==> config.mk <==
export PLATFORM = sky130hd
export DESIGN_NAME = sc_sng
export DESIGN_NICKNAME = d
export VERILOG_FILES = /design/src/rtl/sc_pkg.sv /design/src/rtl/sc_rev_counter.sv /design/src/rtl/sc_sng.sv
export SDC_FILE = /design/constraint.sdc
export NUM_CORES = 1
export LEC_CHECK = 0
export ABC_CLOCK_PERIOD_IN_PS = 2700
export BUFFER_PORTS_ARGS = -buffer_cell sky130_fd_sc_hd__buf_2
export CAP_MARGIN = 5
export CORE_AREA = 2 2 39 41
export DETAILED_ROUTE_END_ITERATION = 8
export DIE_AREA = 0 0 41 43
export GPL_TIMING_DRIVEN = 0
export SYNTH_ARGS = -nofsm -noshare
export SYNTH_HDL_FRONTEND = slang
export SYNTH_SLANG_ARGS = --single-unit
==> constraint.sdc <==
create_clock -name clock -period 2.7 [get_ports clock]
set_input_delay 0.135 -clock clock [delete_from_list [all_inputs] [get_ports clock]]
set_output_delay 0.135 -clock clock [all_outputs]
set_load 0.005 [all_outputs]
==> src/rtl/sc_pkg.sv <==
// sc_pkg: shared constants, FSM state type and bit-reverse helper for the SC datapath.
package sc_pkg;
  localparam int SC_WIDTH = 4;
  typedef enum logic {IDLE, RUN} sng_state_t;
  function automatic logic [31:0] bit_reverse(input logic [31:0] x, input int w);
    logic [31:0] r;
    r = '0;
    for (int i = 0; i < w; i++) r[i] = x[w-1-i];
    return r;
  endfunction
endpackage

==> src/rtl/sc_rev_counter.sv <==
// sc_rev_counter: WIDTH-bit counter with clear/enable, exposing the count and its
// bit-reversed (Van der Corput) form.
module sc_rev_counter import sc_pkg::*; #(
  parameter int WIDTH = SC_WIDTH
) (
  input  logic             clock,
  input  logic             reset,
  input  logic             clr,
  input  logic             en,
  output logic [WIDTH-1:0] cnt,
  output logic [WIDTH-1:0] rev
);
  logic [WIDTH-1:0] cnt_q, cnt_d;
  always_comb cnt_d = clr ? '0 : en ? cnt_q + WIDTH'(1) : cnt_q;
  always_ff @(posedge clock or posedge reset)
    if (reset) cnt_q <= '0;
    else cnt_q <= cnt_d;
  assign cnt = cnt_q;
  assign rev = WIDTH'(bit_reverse(32'(cnt_q), WIDTH));
endmodule

==> src/rtl/sc_sng.sv <==
// sc_sng: converts a WIDTH-bit operand into a 2^WIDTH-bit unipolar low-discrepancy stream.
// Optional SC_SNG_ONES_COUNT_EN adds ones_count/count_valid for self-checking the stream.
module sc_sng import sc_pkg::*; #(
  parameter int WIDTH = SC_WIDTH
) (
  input  logic             clock,
  input  logic             reset,
  input  logic             in_valid,
  output logic             in_ready,
  input  logic [WIDTH-1:0] in_value,
  output logic             bit_valid,
  input  logic             bit_ready,
  output logic             bit_out,
  output logic             bit_last,
`ifdef SC_SNG_ONES_COUNT_EN
  output logic [WIDTH:0]   ones_count,
  output logic             count_valid,
`endif
  output logic             busy
);
  sng_state_t       state_q, state_d;
  logic [WIDTH-1:0] value_q, value_d, cnt, rev;
  logic             hs, acc, done;
  assign hs   = in_valid && (state_q == IDLE);
  assign acc  = (state_q == RUN) && bit_ready;
  assign done = acc && (cnt == '1);
  sc_rev_counter #(.WIDTH(WIDTH)) u_cnt (
    .clock(clock),
    .reset(reset),
    .clr  (hs || done),
    .en   (acc),
    .cnt  (cnt),
    .rev  (rev)
  );
  always_comb begin
    state_d   = hs ? RUN : done ? IDLE : state_q;
    value_d   = hs ? in_value : value_q;
    in_ready  = (state_q == IDLE);
    busy      = (state_q == RUN);
    bit_valid = busy;
    bit_out   = busy && (value_q > rev);
    bit_last  = busy && (cnt == '1);
  end
  always_ff @(posedge clock or posedge reset)
    if (reset) begin
      state_q <= IDLE;
      value_q <= '0;
    end else begin
      state_q <= state_d;
      value_q <= value_d;
    end
`ifdef SC_SNG_ONES_COUNT_EN
  logic [WIDTH:0] ones_q, ones_d;
  logic           cv_q, cv_d;
  always_comb begin
    ones_d = hs ? '0 : (acc && bit_out) ? ones_q + (WIDTH+1)'(1) : ones_q;
    cv_d   = done;
  end
  always_ff @(posedge clock or posedge reset)
    if (reset) begin
      ones_q <= '0;
      cv_q   <= 1'b0;
    end else begin
      ones_q <= ones_d;
      cv_q   <= cv_d;
    end
  assign ones_count  = ones_q;
  assign count_valid = cv_q;
`endif
endmodule

==> metrics.txt <==
status complete, no violations; hold path start in_value[0]; sequential area share after synthesis 0.407; Psw 0.000256 W; Synth area leader dfrtp_1; Total GRT Usage 0.174; most frequent cell after synthesis dfrtp_1; vias in the first global route 492; Pleak 0.357 nW; GP Congestion 0.751; Ys Warns 0; WL met1 510 microns; die area 1760 sq um; ys flop type dfrtp_1; Final Skew 0.00315 ns; initial core utilization 0.400; Top Ports 13; sequential power share 0.367; WHS Path Cells 3; H-Tree Level Count 1; CTS sink count 9; antenna violations before repair 0; via-per-instance ratio 5.14; number of synthesized flops with an enable pin 0; DP Cell Count 83; synthesized flop and latch total 9; clk_lat worst skew 0.25 ns; DR iter-0 viols 9; final worst slack 1.04 ns; Pins Over Slew Limit 0; Arr. time, crit path 1.52 ns; RSZ-0062 raised after global routing false; multi-input logic area 279 sq um; CORE AREA 1380 sq um; ys async rst share 1.00; combinational power share 0.481; Detail Route Antenna Nets 0; Post-CTS Hold Buffers 1; CTS Buffer Depth 2; CTS buffer count 3; max cap viols 0; Hold Path End value_q[0]; Cell Int Power 0.000421 W; Die X 41 microns; DR DRC count 0; synthesized instance count 55; Cell Count, Final, Fillers Out 88; chip height 43 microns; Synth-to-Final Area Change 21.0%; part of the power in the clock network 0.152; met3 wire length 35 microns; fmax 0.603 GHz; largest cells by area after synthesis dfrtp_1 41%, ha_1 11%, mux2_2 6.1%, inv_1 5.4%, a21oi_1 3.6%; layout cell share with drive strength beyond 1 0.319; Syn Nets 68; CTS tree done; I/O Buffers 12; gr ovfl total 0; R2R Path End value_q[2]; worst slew pin tran 0.358 ns; Post-synth top cells 9 x dfrtp_1, 8 x inv_1, 5 x ha_1; Final Cycle Share 0.614; Fin Setup TNS 0 ns; Yosys cell types 23; R2R Path Start bit_valid; CP endpoint kind primary output; Slew headroom 0.761; metal2 WL 536 microns; Max Used Layer met4; via count 452; Root Buffer Master clkbuf_4; CP max FO 4; R2R cell count 3; Mapped Avg Cell Area 10.1 sq um; filler cell count 140; Net Sw Frac 0.378; WL/cell 12.5 microns; Final Hold Violating Endpoints 0; Worst Path Required 2.57 ns; Post-CTS Setup Repair Bufs 0; minimum clock period 1.66 ns; largest net degree at the start of global routing 11; First-pass DRT Iterations 4; min-delay worst type primary input to flop; pwr dens 1010 nW/um^2; post-detail-place hpwl 832 microns; first-pass GRT wire length 2.02 mm; Rows 14; pre-CTS setup slack 1.32 ns; Clock transition at path regs 0.06 ns; share of the synthesized area in the top cell type 0.407; Setup CP Type flop to primary output; DRT Wirelength 1.10 mm; antenna fix cells 0; # setup viols final 0; # nets final 86; sequential cell area 225 sq um; crit path launch type flop; FF-to-FF setup slack 1.47 ns; post-CTS sizing 0; worst vdd ir 0.000542 V; synthesized area 553 sq um
layout make-up:
cell class / count / share of cell area
Buffer: 2 / 0.0280
Clock buffer: 4 / 0.0393
Inverter: 8 / 0.0449
Multi-Input combinational cell: 36 / 0.417
Sequential cell: 9 / 0.336
Tap cell: 16 / 0.0299
Timing Repair Buffer: 13 / 0.105
stage by stage:
step | hold WS [ns] | utilization | area (sq um) | power, W
2_1_floorplan | -0.0371 | - | 553 | 0.000480
3_3_place_gp | 0.121 | 0.458 | 633 | 0.000558
3_5_place_dp | 0.124 | 0.458 | 633 | 0.000573
4_1_cts | 0.0856 | 0.484 | 669 | 0.000686
5_1_grt | 0.115 | 0.484 | 669 | 0.000744
6_report | 0.0897 | 0.484 | 669 | 0.000676
cells by family after synthesis:
family	after synthesis	share of synthesized area
fa+ha+maj	5	0.113
mux	3	0.0611
compound gates	13	0.156
buf+inv	10	0.0882
xor+xnor	1	0.0158
flops	9	0.407
simple gates	14	0.158
sequential cells by signal, summed over array words and instances, names as in the netlist:
register,cells
value_q,4
u_cnt.cnt,4
bit_valid,1
layout by cell type, fill, tap and decap left out, drive strengths merged, types with 2 or more instances in the layout:
master,netlist,routed
nor3,2,2
nand4,2,2
nand2,3,3
dfrtp,9,9
a31oi,2,2
mux2,3,3
nand3,2,2
a21o,2,2
inv,8,8
nand2b,2,2
clkbuf,0,4
ha,5,5
nor2b,2,2
buf,2,14
a21oi,5,5
metal layers:
metal  GRT usage  vias up
li1            -      229
met2       0.256        8
met1       0.219      213
met5           0        -
met3      0.0471        2
met4       0.100        0
power groups by stage:
stage | logic [W] | clock network, W | registers [W]
2_1_floorplan | 0.000243 | 0 | 0.000237
3_3_place_gp | 0.000309 | 0 | 0.000249
3_5_place_dp | 0.000323 | 0 | 0.000250
4_1_cts | 0.000328 | 0.000110 | 0.000248
5_1_grt | 0.000372 | 0.000113 | 0.000259
6_report | 0.000326 | 0.000103 | 0.000248
critical path, stage by stage, from the launching register on:
cell and delay (ns):
dfrtp_1 0.40, inv_1 0.08, ha_1 0.29, nor2b_1 0.14, o211ai_1 0.15, a21oi_1 0.09
buf_2 0.13
worst max-delay path by stage:
stage | start | endpoint | slack [ns] | cells after the start
global route | u_cnt.cnt[2] | bit_out | 0.93 | 6
finish | u_cnt.cnt[2] | bit_out | 1.04 | 6
detailed placement | u_cnt.cnt[2] | bit_out | 1.32 | 6
floorplan | u_cnt.cnt[2] | bit_out | 1.51 | 5
global placement | u_cnt.cnt[2] | bit_out | 1.34 | 6
CTS | u_cnt.cnt[2] | bit_out | 1.03 | 6
Note: power is estimated with default switching activity, not from simulation.
